<file path="src/rtl/aibcr3_bsr_scan_ctrl.sv">
// aibcr3_bsr_scan_ctrl: initiator of the AIB IO boundary-scan chain.
// One capture-shift-update pass per start; words stream in on tx and out on rx.
module aibcr3_bsr_scan_ctrl #(
    parameter int CHAIN_LEN = 96,
    parameter int DW        = 8,
    parameter int CNT_W     = 7
) (
    input  logic          jtag_clk,
    input  logic          jtag_rst,
    input  logic          start,
    input  logic          mode_en,
    input  logic          intest_en,
    input  logic [DW-1:0] tx_data,
    input  logic          tx_valid,
    output logic          tx_ready,
    output logic [DW-1:0] rx_data,
    output logic          rx_valid,
    input  logic          rx_ready,
    input  logic          jtag_rx_scan_out,
    output logic          jtag_clkdr_out,
    output logic          jtag_tx_scan_in,
    output logic          jtag_tx_scanen_in,
    output logic          jtag_mode_in,
    output logic          jtag_intest,
    output logic          jtag_rstb_en,
    output logic          busy,
    output logic          done
);
    localparam int PW = (DW > 1) ? $clog2(DW) : 1;

    typedef enum logic [2:0] {
        IDLE  = 3'd0,
        CAP   = 3'd1,
        SHIFT = 3'd2,
        UPD   = 3'd3,
        DONE  = 3'd4
    } state_e;

    state_e           state_q, state_d;
    logic             ph_q, ph_d;
    logic [CNT_W-1:0] bit_q, bit_d;
    logic [PW-1:0]    pos_q, pos_d;
    logic [DW-1:0]    word_q, word_d;
    logic [DW-1:0]    rxb_q, rxb_d;
    logic [DW-1:0]    rx_data_q, rx_data_d;
    logic             have_tx_q, have_tx_d;
    logic             rx_valid_q, rx_valid_d;
    logic             scan_in_q, scan_in_d;
    logic             mode_q, mode_d;
    logic             intest_q, intest_d;

    logic in_p0;
    logic last_bit;
    logic last_pos;
    logic rx_ok;
    logic tx_fire;
    logic can_go;
    logic cur_bit;

    // ph_q is the scan clock itself, so clkdr comes straight off a flop
    assign in_p0    = (state_q == SHIFT) && !ph_q;
    assign last_bit = (bit_q == CNT_W'(CHAIN_LEN - 1));
    assign last_pos = (pos_q == PW'(DW - 1)) || last_bit;
    assign rx_ok    = !rx_valid_q || rx_ready;
    assign tx_fire  = in_p0 && (pos_q == '0) && !have_tx_q && tx_valid;
    assign can_go   = (have_tx_q || tx_valid) && rx_ok;
    assign cur_bit  = have_tx_q ? word_q[pos_q] : tx_data[0];

    always_ff @(posedge jtag_clk) begin
        if (jtag_rst) begin
            state_q    <= IDLE;
            ph_q       <= 1'b0;
            bit_q      <= '0;
            pos_q      <= '0;
            word_q     <= '0;
            rxb_q      <= '0;
            rx_data_q  <= '0;
            have_tx_q  <= 1'b0;
            rx_valid_q <= 1'b0;
            scan_in_q  <= 1'b0;
            mode_q     <= 1'b0;
            intest_q   <= 1'b0;
        end else begin
            state_q    <= state_d;
            ph_q       <= ph_d;
            bit_q      <= bit_d;
            pos_q      <= pos_d;
            word_q     <= word_d;
            rxb_q      <= rxb_d;
            rx_data_q  <= rx_data_d;
            have_tx_q  <= have_tx_d;
            rx_valid_q <= rx_valid_d;
            scan_in_q  <= scan_in_d;
            mode_q     <= mode_d;
            intest_q   <= intest_d;
        end
    end

    always_comb begin
        state_d    = state_q;
        ph_d       = ph_q;
        bit_d      = bit_q;
        pos_d      = pos_q;
        word_d     = word_q;
        rxb_d      = rxb_q;
        rx_data_d  = rx_data_q;
        have_tx_d  = have_tx_q;
        rx_valid_d = rx_valid_q;
        scan_in_d  = scan_in_q;
        mode_d     = mode_q;
        intest_d   = intest_q;

        if (rx_valid_q && rx_ready) begin
            rx_valid_d = 1'b0;
        end

        unique case (state_q)
            IDLE: begin
                if (start) begin
                    state_d   = CAP;
                    ph_d      = 1'b0;
                    bit_d     = '0;
                    pos_d     = '0;
                    have_tx_d = 1'b0;
                    rxb_d     = '0;
                    mode_d    = mode_en;
                    intest_d  = intest_en;
                end
            end
            CAP: begin
                ph_d = !ph_q;
                if (ph_q) begin
                    state_d = SHIFT;
                end
            end
            SHIFT: begin
                if (!ph_q) begin
                    if (tx_fire) begin
                        word_d    = tx_data;
                        have_tx_d = 1'b1;
                    end
                    // a tx word may be taken while rx is still blocking
                    if (can_go) begin
                        ph_d         = 1'b1;
                        scan_in_d    = cur_bit;
                        rxb_d[pos_q] = jtag_rx_scan_out;
                    end
                end else begin
                    ph_d = 1'b0;
                    if (last_pos) begin
                        rx_valid_d = 1'b1;
                        rx_data_d  = rxb_q;
                        rxb_d      = '0;
                        have_tx_d  = 1'b0;
                        pos_d      = '0;
                    end else begin
                        pos_d = pos_q + 1'b1;
                    end
                    if (last_bit) begin
                        state_d = UPD;
                    end else begin
                        bit_d = bit_q + 1'b1;
                    end
                end
            end
            UPD: begin
                if (!ph_q) begin
                    if (rx_ok) begin
                        ph_d = 1'b1;
                    end
                end else begin
                    ph_d    = 1'b0;
                    state_d = DONE;
                end
            end
            DONE: begin
                state_d = IDLE;
            end
            default: begin
                state_d = IDLE;
                ph_d    = 1'b0;
            end
        endcase
    end

    always_comb begin
        tx_ready          = tx_fire;
        rx_valid          = rx_valid_q;
        rx_data           = rx_data_q;
        jtag_clkdr_out    = ph_q;
        jtag_tx_scan_in   = in_p0 ? cur_bit : scan_in_q;
        jtag_tx_scanen_in = (state_q == SHIFT);
        jtag_mode_in      = mode_q;
        jtag_intest       = intest_q;
        busy              = (state_q != IDLE);
        jtag_rstb_en      = (state_q != IDLE);
        done              = (state_q == DONE);
    end

endmodule

</file>
<file path="config.mk">
export PLATFORM = sky130hd
export DESIGN_NAME = aibcr3_bsr_scan_ctrl
export DESIGN_NICKNAME = d
export VERILOG_FILES = /design/src/rtl/aibcr3_bsr_scan_ctrl.sv
export SDC_FILE = /design/constraint.sdc
export NUM_CORES = 1
export LEC_CHECK = 0
export ABC_AREA = 1
export CORE_ASPECT_RATIO = 0.7
export CORE_MARGIN = 4
export CORE_UTILIZATION = 63
export CTS_CLUSTER_SIZE = 8
export DETAILED_ROUTE_END_ITERATION = 8
export DONT_BUFFER_PORTS = 1
export GPL_ROUTABILITY_DRIVEN = 0
export PLACE_DENSITY_LB_ADDON = 0.25
export SLEW_MARGIN = 20
export SYNTH_ARGS = -nofsm -noshare
export SYNTH_HDL_FRONTEND = slang
export SYNTH_SLANG_ARGS = --single-unit
export TNS_END_PERCENT = 1
</file>
<file path="constraint.sdc">
create_clock -name jtag_clk -period 3.95 [get_ports jtag_clk]
set_clock_uncertainty 0.2 [all_clocks]
set_input_delay 0.9875 -clock jtag_clk [delete_from_list [all_inputs] [get_ports jtag_clk]]
set_output_delay 0.9875 -clock jtag_clk [all_outputs]
set_load 0.03 [all_outputs]
</file>
==> results.yml, run 1 <==
layout:
  nets: 355
  num_antenna_cells: 0
  instances_no_fill: 383
  multi_input_area_mm2: 0.00118
  fillers: 300
  seq_area_um2: 861
  area_growth_pct: 5.81
  drive_above_1_share_pct: 12.2
route:
  drc: 0
  wire_per_inst_um: 12.4
  ant_nets: 0
  drt-total-wl_um: 4760
  viasPerCell: 5.38
  first_pass_iters: 4
  num_vias: 2060
  first_iter_violations: 151
outcome:
  status: "complete, no violations"
place:
  portBuffers: 0
  dp_hpwl_um: 3530
  place_inst: 375
global_route:
  grt_pass1_wl_um: 8200
  first_global_vias: 1854
  grt_usage_pct: 22.3
  overflow: 0
  grt_max_degree: 32
  antenna_found_initial: 0
logic_synthesis:
  yosysMostFrequentCell: "nand2_1"
  ys_async_sr_fraction_pct: 0
  synth_area_leaders: "dfxtp_1 38%, nand2_1 10%, nor2_1 10%, inv_1 5.1%, o21ai_0 4.9%"
  ys_seq_area_share_pct: 38.1
  synth_edf_count: 0
  synth_top_area_cell: "dfxtp_1"
  synth_top_area_share_pct: 38.1
  synthesis.area_mm2: 0.00226
  syn_inst: 337
  synth_fp_nets: 357
  synth-main-ff-cell: "dfxtp_1"
  avgSynthCellArea_um2: 6.71
  yosys-top-cells-count: "63 x nand2_1, 62 x nor2_1, 43 x dfxtp_1"
  yosys_warnings: 0
  synth-seq-cells: 43
  ys_types: 31
job:
  drv_cap: 0
clock_network:
  cts_buffer_depth: 2
  postCtsSetupBuffers: 0
  ctsHoldBuffers: 0
  cts_num_sinks: 43
  cts_buffers: 5
  clk_latency_ns: 0.29
  cts_resized: 0
  htreeDepth: 2
  clk_pin_slew_ns: 0.08
  cts_tree: "built"
  clockRootBuffer: "clkbuf_8"
critical_path:
  critPathKind: "flip-flop to output port"
  crit_fanout: 12
  crit_required_ns: 2.76
  crit_path_start_kind: "flip-flop"
  worstPathArrival_ns: 1.96
  cp_cell_sequence: "clkinv_1 > ha_1 > nand2_1 > nor3_1 > nand2_2 > inv_2"
  end_kind: "output port"
  max_stage_delay_ns: 0.57
  crit_slowest_cell: "dfxtp_1"
timing:
  rsz0062_at_grt: "no"
  fin_crit_sh_pct: 79.7
  setup_viol: 0
  fin_tns_setup_ns: 0
  tightest_slew_ns: 0.890
  fmax_mhz: 318
  maxSlewHeadroom_pct: 40.2
  fin_crit_ns: 3.15
  slew_violations: 0
  timing.final.hold_violations: 0
floorplanning:
  rows: 17
  start_util_pct: 68.6
  dieArea_mm2: 0.00463
  ios: 34
  fp.dieW_um: 79.6
  die_h_um: 58.1
  core-area_mm2: 0.00330
power:
  p_per_area_mw_per_mm2: 636
  p_leak_nw: 1.04
  vdd_drop_max_uv: 320
min_path:
  hp-class: "flip-flop to flip-flop"
[metrics by stage]
| stage | cell area, µm² | hold WS [ns] | power [mW] | setup slack [ns] | util [%] |
|---|---|---|---|---|---|
| 2_1_floorplan | 2260 | 0.253 | 1.08 | 0.956 | - |
| 3_3_place_gp | 2280 | 0.267 | 1.16 | 1.10 | 69.0 |
| 3_5_place_dp | 2280 | 0.275 | 1.17 | 1.08 | 69.0 |
| 4_1_cts | 2390 | 0.288 | 1.52 | 0.797 | 72.6 |
| 5_1_grt | 2390 | 0.317 | 1.63 | 0.595 | 72.6 |
| 6_report | 2390 | 0.288 | 1.52 | 0.802 | 72.6 |
[area by class of cell]
class | instances | area share [%]
tap | 47 | 2.46
multi-input combinational | 239 | 49.3
inverter | 45 | 7.06
clock inverter | 2 | 1.46
timing repair buffer | 1 | 0.314
clock buffer | 6 | 3.45
sequential | 43 | 36.0
[where the power goes]
group / internal, mW / total, mW / switching, mW
Combinational: 0.173 / 0.601 / 0.428
Sequential: 0.489 / 0.569 / 0.0804
Clock: 0.205 / 0.352 / 0.147
[layer usage]
layer  track usage (%)  share of wire (%)
met5                 0                  0
met4              6.62               0.88
met3              6.37                9.0
met2              34.0                 42
met1              30.6                 48
[registers in the layout, summed over array words and instances, names as in the netlist, 3 cells and up]
register,flops
rx_data,8
rxb_q,8
word_q,8
bit_q,7
pos_q,3
state_q,3
[worst paths after layout]
path              depth (start not counted)      from  slack (ns)        end
setup / recovery                          6  pos_q[0]        0.80   tx_ready
hold / removal                            2  bit_q[4]        0.29   bit_q[4]
setup reg to reg                          8  pos_q[0]        1.79  word_q[5]
hold reg to reg                           2  bit_q[4]        0.29   bit_q[4]
[critical path: cells and delay by family (launching register included)]
kind	cells	cell delay, ns
flip-flops	1	0.57
AND/OR/NAND/NOR	3	0.29
adder cells (fa/ha/maj)	1	0.31
buffers and inverters	2	0.50
[kinds of logic after synthesis]
family | share of synthesized area, %
AO/OA/AOI/OAI | 13.1
AND/OR/NAND/NOR | 36.5
adder cells (fa/ha/maj) | 2.21
XOR/XNOR | 0.387
flip-flops | 38.1
buffers and inverters | 9.79
[placed cells by master (no fill, tap or decap), drive strengths merged, types with 2 or more instances in the layout]
master / Yosys / routed
nand2: 71 / 71
nor2: 67 / 67
inv: 44 / 44
dfxtp: 43 / 43
o21ai: 32 / 32
nand3: 22 / 22
a21oi: 21 / 21
nor3: 15 / 15
clkbuf: 5 / 6
ha: 4 / 4
clkinv: 1 / 2
Power figures use the tool's default switching activity.
==> run 2, diff against run 1 <==
- CORE_UTILIZATION: 63 -> 62
- clock period: 3.95 -> 3 ns (I/O delays scaled with it)
==> run 2 against run 1 <==
- global-route usage decreased by 1.1 points
- final area increased by 1.5%
- clock power increased by 52%
- setup slack got worse by 0.60 ns
- register-to-register slack got worse by 0.82 ns
- die area increased by 1.4%
- sequential power increased by 31%
- final cell count increased by 1.0%
- critical endpoint unchanged
==> results.yml, run 2 (synthesis gave the netlist of run 1 again) <==
outcome:
  status: "complete, no violations"
timing:
  fin_crit_sh_pct: 93.4
  timing.final.hold_violations: 0
  tightest_slew_ns: 0.806
  setup_viol: 0
  fin_tns_setup_ns: 0
  maxSlewHeadroom_pct: 46.2
  fin_crit_ns: 2.80
  slew_violations: 0
  fmax_mhz: 357
  rsz0062_at_grt: "no"
critical_path:
  crit_slowest_cell: "dfxtp_1"
  cp_cell_sequence: "inv_1 > ha_1 > nand2_1 > nor3_1 > nand2_2 > inv_2"
  crit_path_start_kind: "flip-flop"
  crit_fanout: 10
  max_stage_delay_ns: 0.40
  worstPathArrival_ns: 1.85
  crit_required_ns: 2.05
  critPathKind: "flip-flop to output port"
  end_kind: "output port"
power:
  power_mw: 2.07
  vdd_drop_max_uv: 447
  p_per_area_mw_per_mm2: 854
  p_leak_nw: 1.05
min_path:
  hp-class: "flip-flop to flip-flop"
clock_network:
  cts_buffers: 5
  cts_buffer_depth: 2
  cts_num_sinks: 43
  htreeDepth: 2
  ctsHoldBuffers: 0
  clk_latency_ns: 0.29
  clockRootBuffer: "clkbuf_8"
  cts_tree: "built"
  clk_pin_slew_ns: 0.08
layout:
  nets: 356
  num_antenna_cells: 0
  drive_above_1_share_pct: 13.1
  mostFrequentLayoutCell: "nand2_1"
  fillers: 304
  multi_input_area_mm2: 0.00118
  seq_area_um2: 862
  area_growth_pct: 7.36
  final_cell_mix: "63 x nand2_1, 62 x nor2_1, 42 x dfxtp_1"
global_route:
  first_global_vias: 1795
  antenna_found_initial: 0
  grt_usage_pct: 21.2
  overflow: 0
  grt_pass1_wl_um: 7870
  grt_max_degree: 32
route:
  ant_nets: 0
  drc: 0
  drt-total-wl_um: 4760
  first_iter_violations: 146
  wire_per_inst_um: 12.3
  num_vias: 2024
  first_pass_iters: 4
  viasPerCell: 5.23
job:
  drv_cap: 0
floorplanning:
  start_util_pct: 64.4
  fp.dieW_um: 80.2
  die_h_um: 58.5
  rows: 18
  core-area_mm2: 0.00351
  dieArea_mm2: 0.00469
  ios: 34
place:
  portBuffers: 0
  dp_hpwl_um: 3460
## run 2: final cells by class
type,count,area share (%)
inverter,45,7.11
timing repair buffer,2,0.618
clock buffer,5,2.83
sequential,43,35.5
clock inverter,3,2.78
multi-input combinational,239,48.6
tap,50,2.58
## run 2: what timing repair did
item                                    4_1_cts  5_1_grt
endpoints found under the setup margin        0        2
gates resized for setup                       0        2
buffers inserted                              0        0
## run 2: metal layers
metal | global-route usage [%] | share of wire, %
met3 | 6.27 | 5.5
met2 | 34.9 | 42
met5 | 0 | 0
met4 | 6.75 | 1.8
met1 | 26.9 | 51
## run 2: where the power goes
group	leakage, nW	internal (mW)	switching, mW
registers	0.349	0.644	0.104
logic	0.633	0.229	0.562
clock network	0.0644	0.332	0.202
## run 2: worst max-delay path: cells and delay by family, from the launching register on
family | cells | cell delay (ns)
flops | 1 | 0.40
buf+inv | 2 | 0.49
fa+ha+maj | 1 | 0.18
simple gates | 3 | 0.48
## run 2: path summary, 6_finish.rpt
check	from	to	slack, ns	cells past startpoint
max	pos_q[1]	tx_ready	0.20	6
min	bit_q[2]	bit_q[2]	0.29	2
max reg2reg	jtag_clkdr_out	state_q[1]	0.97	9
min reg2reg	bit_q[2]	bit_q[2]	0.29	2
## run 2: metrics by stage
stage / cells / hold WS (ns) / util, % / setup WS, ns / instance area, µm²
finish: 387 / 0.293 / 69.1 / 0.198 / 2430
CTS: 387 / 0.295 / 69.0 / 0.111 / 2420
floorplan: 337 / 0.253 / - / 0.349 / 2260
global placement: 379 / 0.265 / 65.1 / 0.553 / 2290
global route: 387 / 0.294 / 69.1 / 0.0358 / 2430
detailed placement: 379 / 0.281 / 65.1 / 0.461 / 2290
==> patch 1, RTL diff (settings of run 2) <==
`CNT_W`: 7 -> 5.
--- a/src/rtl/aibcr3_bsr_scan_ctrl.sv
+++ b/src/rtl/aibcr3_bsr_scan_ctrl.sv
@@ -4,5 +4,5 @@
     parameter int CHAIN_LEN = 96,
     parameter int DW        = 8,
-    parameter int CNT_W     = 7
+    parameter int CNT_W     = 5
 ) (
     input  logic          jtag_clk,
Behaviour: same outputs for any inputs over 10 cycles, from zero or initial values and one cycle with jtag_rst high; that may be too few to reach the edited logic, so the function may still have changed.
==> patch 1 against run 2 <==
  * Synthesized area down 9.7%
  * Power decreased by 10%
  * Sequential cell count shrank 2
  * Setup slack improved by 0.11 ns
  * Wire length is 12% lower
  * Cell area is 11% lower
  * Clock power shrank 16%
  * Largest cell class unchanged
  * Largest power group unchanged
==> patch 1: results (changes against run 2) <==
- Reg-to-reg startpoint: pos_q[0]
- Final Hold Vio Count: 0 (unchanged)
- Area fraction in compound gates after synthesis: 14.57% (+1.5 points)
- # port buffers: 0 (unchanged)
- Post-cts sizing count: 0 (unchanged)
- Pre-CTS setup slack: 0.6466 ns (+0.1854 ns)
- Peak VDD IR: 0.3749 mV (-16%)
- Most frequent cells after synthesis: nand2_1, dfxtp_1, nor2_1
- Top_reg_cell synth: dfxtp_1
- Final HPWL DP: 2965 um (-14%)
- Post-synth cell types: 28 (-9.7%)
- Largest net degree at the start of global routing: 25 (-22%)
- Diode count: 0 (unchanged)
- Syn_nets: 309 (-13%)
- Leak Pwr: 0.9399 nW (-10%)
- Hold Path Class: reg -> reg
- TritonRoute pass-1 iters: 4 (unchanged)
- Mux share of post-synthesis cell area: 0% (unchanged)
- Clock transition at path regs: 0.08 ns (about the same)
- Status: finished clean
- DR vias/cell: 5.590 (+6.9%)
- Number of global-route vias before repair: 1543 (-14%)
- Worst slew margin: 57.72% (+12 points)
- Endpoint, Worst Hold: word_q[2]
- Max H-tree Level: 2 (unchanged)
- Critical path fanouts, max: 6 (-4)
- Yosys top cell area share: 40.17% (+2.1 points)
- Routed len/inst: 12.79 um (+3.9%)
- Initial antenna violation count: 0 (unchanged)
- Clock insertion delay at the later pin of the skew report: 0.29 ns (about the same)
- R2r setup slk: 0.93 ns (-0.04 ns)
- Post-synthesis xor/xnor area fraction: 0.4287% (+0.041 points)
- WP data arrival: 1.74 ns (-0.11 ns)
- TritonCTS Buffers: 5 (unchanged)
- Setup bufs post-CTS: 0 (unchanged)
- Synth top area cells: dfxtp_1, nand2_1, a21oi_1
- Register area share after synthesis: 40.17% (+2.1 points)
- Post-Synth Adder-Cell Area: 3.062% (+0.85 points)
- CTS Root Cell: clkbuf_8
- Layout cells sized above 1: 10.38% (-2.7 points)
- Drt first-iter violations: 127 (-13%)
- Worst min-delay path startpoint: word_q[2]
- First-pass GRT wire length: 7120 um (-9.5%)
- YS warnings: 0 (unchanged)
- Worst hold stages: 2 (unchanged)
- FF-to-FF End: word_q[0]
- Post-synthesis async set-or-reset flop share: 0% (unchanged)
- Clk buf depth: 2 (unchanged)
- R2R cell count: 7 (-2)
- Gr usage total: 20.36% (-0.82 points)
## patch 1: changes by cell type after synthesis, sizes merged, moves of 2 or more
cell,before,now
nor2,67,40
nand4,0,10
a21oi,21,29
inv,44,33
nor3,15,1
nand2,71,64
dfxtp,43,41
o21ai,32,29
## patch 1: worst max-delay path by stage
stage	startpoint	endpoint	slack, ns	depth (start not counted)
6_report	pos_q[1]	jtag_tx_scan_in	0.31	9
5_1_grt	pos_q[1]	jtag_tx_scan_in	0.12	9
4_1_cts	pos_q[1]	jtag_tx_scan_in	0.30	9
3_5_place_dp	pos_q[1]	jtag_tx_scan_in	0.65	9
3_3_place_gp	tx_data[0]	jtag_tx_scan_in	0.71	4
2_1_floorplan	pos_q[2]	jtag_tx_scan_in	0.45	8
## patch 1: area by class of cell
class	count	area, um2
Clock buffer	7	86.33
Clock inverter	1	30.03
Fill cell	269	978.4
Inverter	33	128.9
Multi-Input combinational cell	204	1033
Sequential cell	41	820.8
Tap cell	38	47.55
Timing Repair Buffer	3	22.52
## patch 1: cells by family after synthesis
kind of cell / count (synthesis)
XOR/XNOR: 1
buffers and inverters: 43
flip-flops: 41
adder cells (fa/ha/maj): 5
AND/OR/NAND/NOR: 139
AO/OA/AOI/OAI: 59
## patch 1: through the flow
step	hold slack (ns)	std cells	total power, mW	instance area, um2
2_1_floorplan	0.2293	288	1.298	2043
3_3_place_gp	0.2439	319	1.394	2053
3_5_place_dp	0.2475	319	1.413	2053
4_1_cts	0.2589	327	1.867	2170
5_1_grt	0.2667	327	1.999	2170
6_report	0.2575	327	1.861	2170
## patch 1: per-layer routing
metal,track usage (%),share of wire [%]
met5,0,0
met3,5.825,6.6
met1,27.59,50
met2,31.04,43
met4,6.977,1.1
## patch 1: where the power goes
group          total (mW)  internal (mW)  switching (mW)  leakage, nW
Clock               0.449          0.271           0.178       0.0585
Sequential          0.696          0.623          0.0725        0.333
Combinational       0.716          0.210           0.507        0.549
Total                1.86           1.10           0.757        0.940
## patch 1: worst max-delay path, stage by stage, from the launching register on
cell     delay [ns]
dfxtp_1        0.42
inv_1          0.08
nor2_1         0.26
nand3_1        0.12
nand2_1        0.09
nor2_1         0.04
nand2_1        0.05
nand2_1        0.05
o21ai_0        0.15
buf_4          0.19
==> patch 2, RTL diff (config.mk and constraints of run 2) <==
Made on the original files. Register the input `mode_en` before use. The logic sees it one clock later. The other inputs are not delayed to match.
--- a/src/rtl/aibcr3_bsr_scan_ctrl.sv
+++ b/src/rtl/aibcr3_bsr_scan_ctrl.sv
@@ -37,4 +37,10 @@
     } state_e;
 
+    logic mode_en_q;
+
+    always_ff @(posedge jtag_clk) begin
+        mode_en_q <= mode_en;
+    end
+
     state_e           state_q, state_d;
     logic             ph_q, ph_d;
@@ -124,5 +130,5 @@
                     have_tx_d = 1'b0;
                     rxb_d     = '0;
-                    mode_d    = mode_en;
+                    mode_d    = mode_en_q;
                     intest_d  = intest_en;
                 end
Behaviour: not the same (Yosys sat finds a counterexample within 4 cycles, from zero or initial values and one cycle with jtag_rst high).
==> patch 2 against run 2 <==
  * Power decreased by 6.8%
  * Setup slack improved by 0.017 ns
  * Synthesized cell count decreased by 6.5%
  * Critical path depth increased by 3
  * Critical path type unchanged
  * Cell area decreased by 0.41%
  * Count of clock-buffer cells in the layout increased by 1
  * Sequential cell count increased by 1
  * Synthesized area increased by 1.9%
  * Clock power decreased by 10%
  * Register-to-register slack improved by 0.16 ns
  * Wire length decreased by 0.63%
==> patch 2: results (changes against run 2) <==
- Met3 Routed Length: 361 um (+37%)
- Global routing usage on met3: 5.927% (-0.34 points)
- Register area share after synthesis: 38.20% (+0.15 points)
- Status: finished clean
- FF-to-FF End: word_q[3]
- R2r setup slk: 1.13 ns (+0.16 ns)
- R2R cell count: 8 (-1)
- Post-DP Area: 2292 um2 (+0.22%)
- Inverters excl. clock: 34 (-24%)
- DRT met1 WL: 2392 um (-0.79%)
- Multi-input gate area: 1194 um2 (+1.2%)
- Drt first-iter violations: 120 (-18%)
- Worst slew margin: 47.80% (+1.6 points)
- Post-Synth Adder-Cell Area: 2.170% (-0.042 points)
- Non-clock buffer share: 0.9312% (+0.31 points)
- Layout Cells excl Fill: 363 (-6.2%)
- Post-layout power: 1.931 mW (-6.8%)
- Seq pwr: 0.712 mW (-4.8%)
- Synth top area cells: dfxtp_1, nand2_1, a21oi_1
- Non-CTS buffers: 3 (+1)
- Syn_nets: 335 (-6.2%)
- Gr usage total: 22.01% (+0.83 points)
- Most frequent cells after synthesis: nand2_1, dfxtp_1, a21oi_1, nor2_1, nand3_1
- Crit-path max cell delay: 0.50 ns (+0.10 ns)
- Leak Pwr: 0.9462 nW (-9.6%)
- Largest net degree at the start of global routing: 30 (-6.3%)
patch 2: cell types whose count changed after synthesis, moves of 4 or more:
cell / change
o21ai_1: -5
a21oi_1: +13
nand2_1: -4
inv_1: -7
nand3b_1: +7
nand3_1: +7
nor3_1: -9
nor2_1: -29
inv_2: -6
patch 2: cells by family after synthesis:
family | after synthesis
AO/OA/AOI/OAI | 66
XOR/XNOR | 2
adder cells (fa/ha/maj) | 4
buffers and inverters | 47
flip-flops | 44
AND/OR/NAND/NOR | 152
patch 2: worst max-delay path by stage:
stage / slack, ns / end / startpoint / cells past startpoint
after global routing: 0.05 / jtag_tx_scan_in / pos_q[2] / 9
after CTS: 0.12 / jtag_tx_scan_in / pos_q[0] / 9
final: 0.21 / jtag_tx_scan_in / pos_q[2] / 9
after global placement: 0.55 / jtag_tx_scan_in / pos_q[0] / 9
after floorplan: 0.59 / jtag_tx_scan_in / pos_q[0] / 9
after detailed placement: 0.46 / jtag_tx_scan_in / pos_q[0] / 9
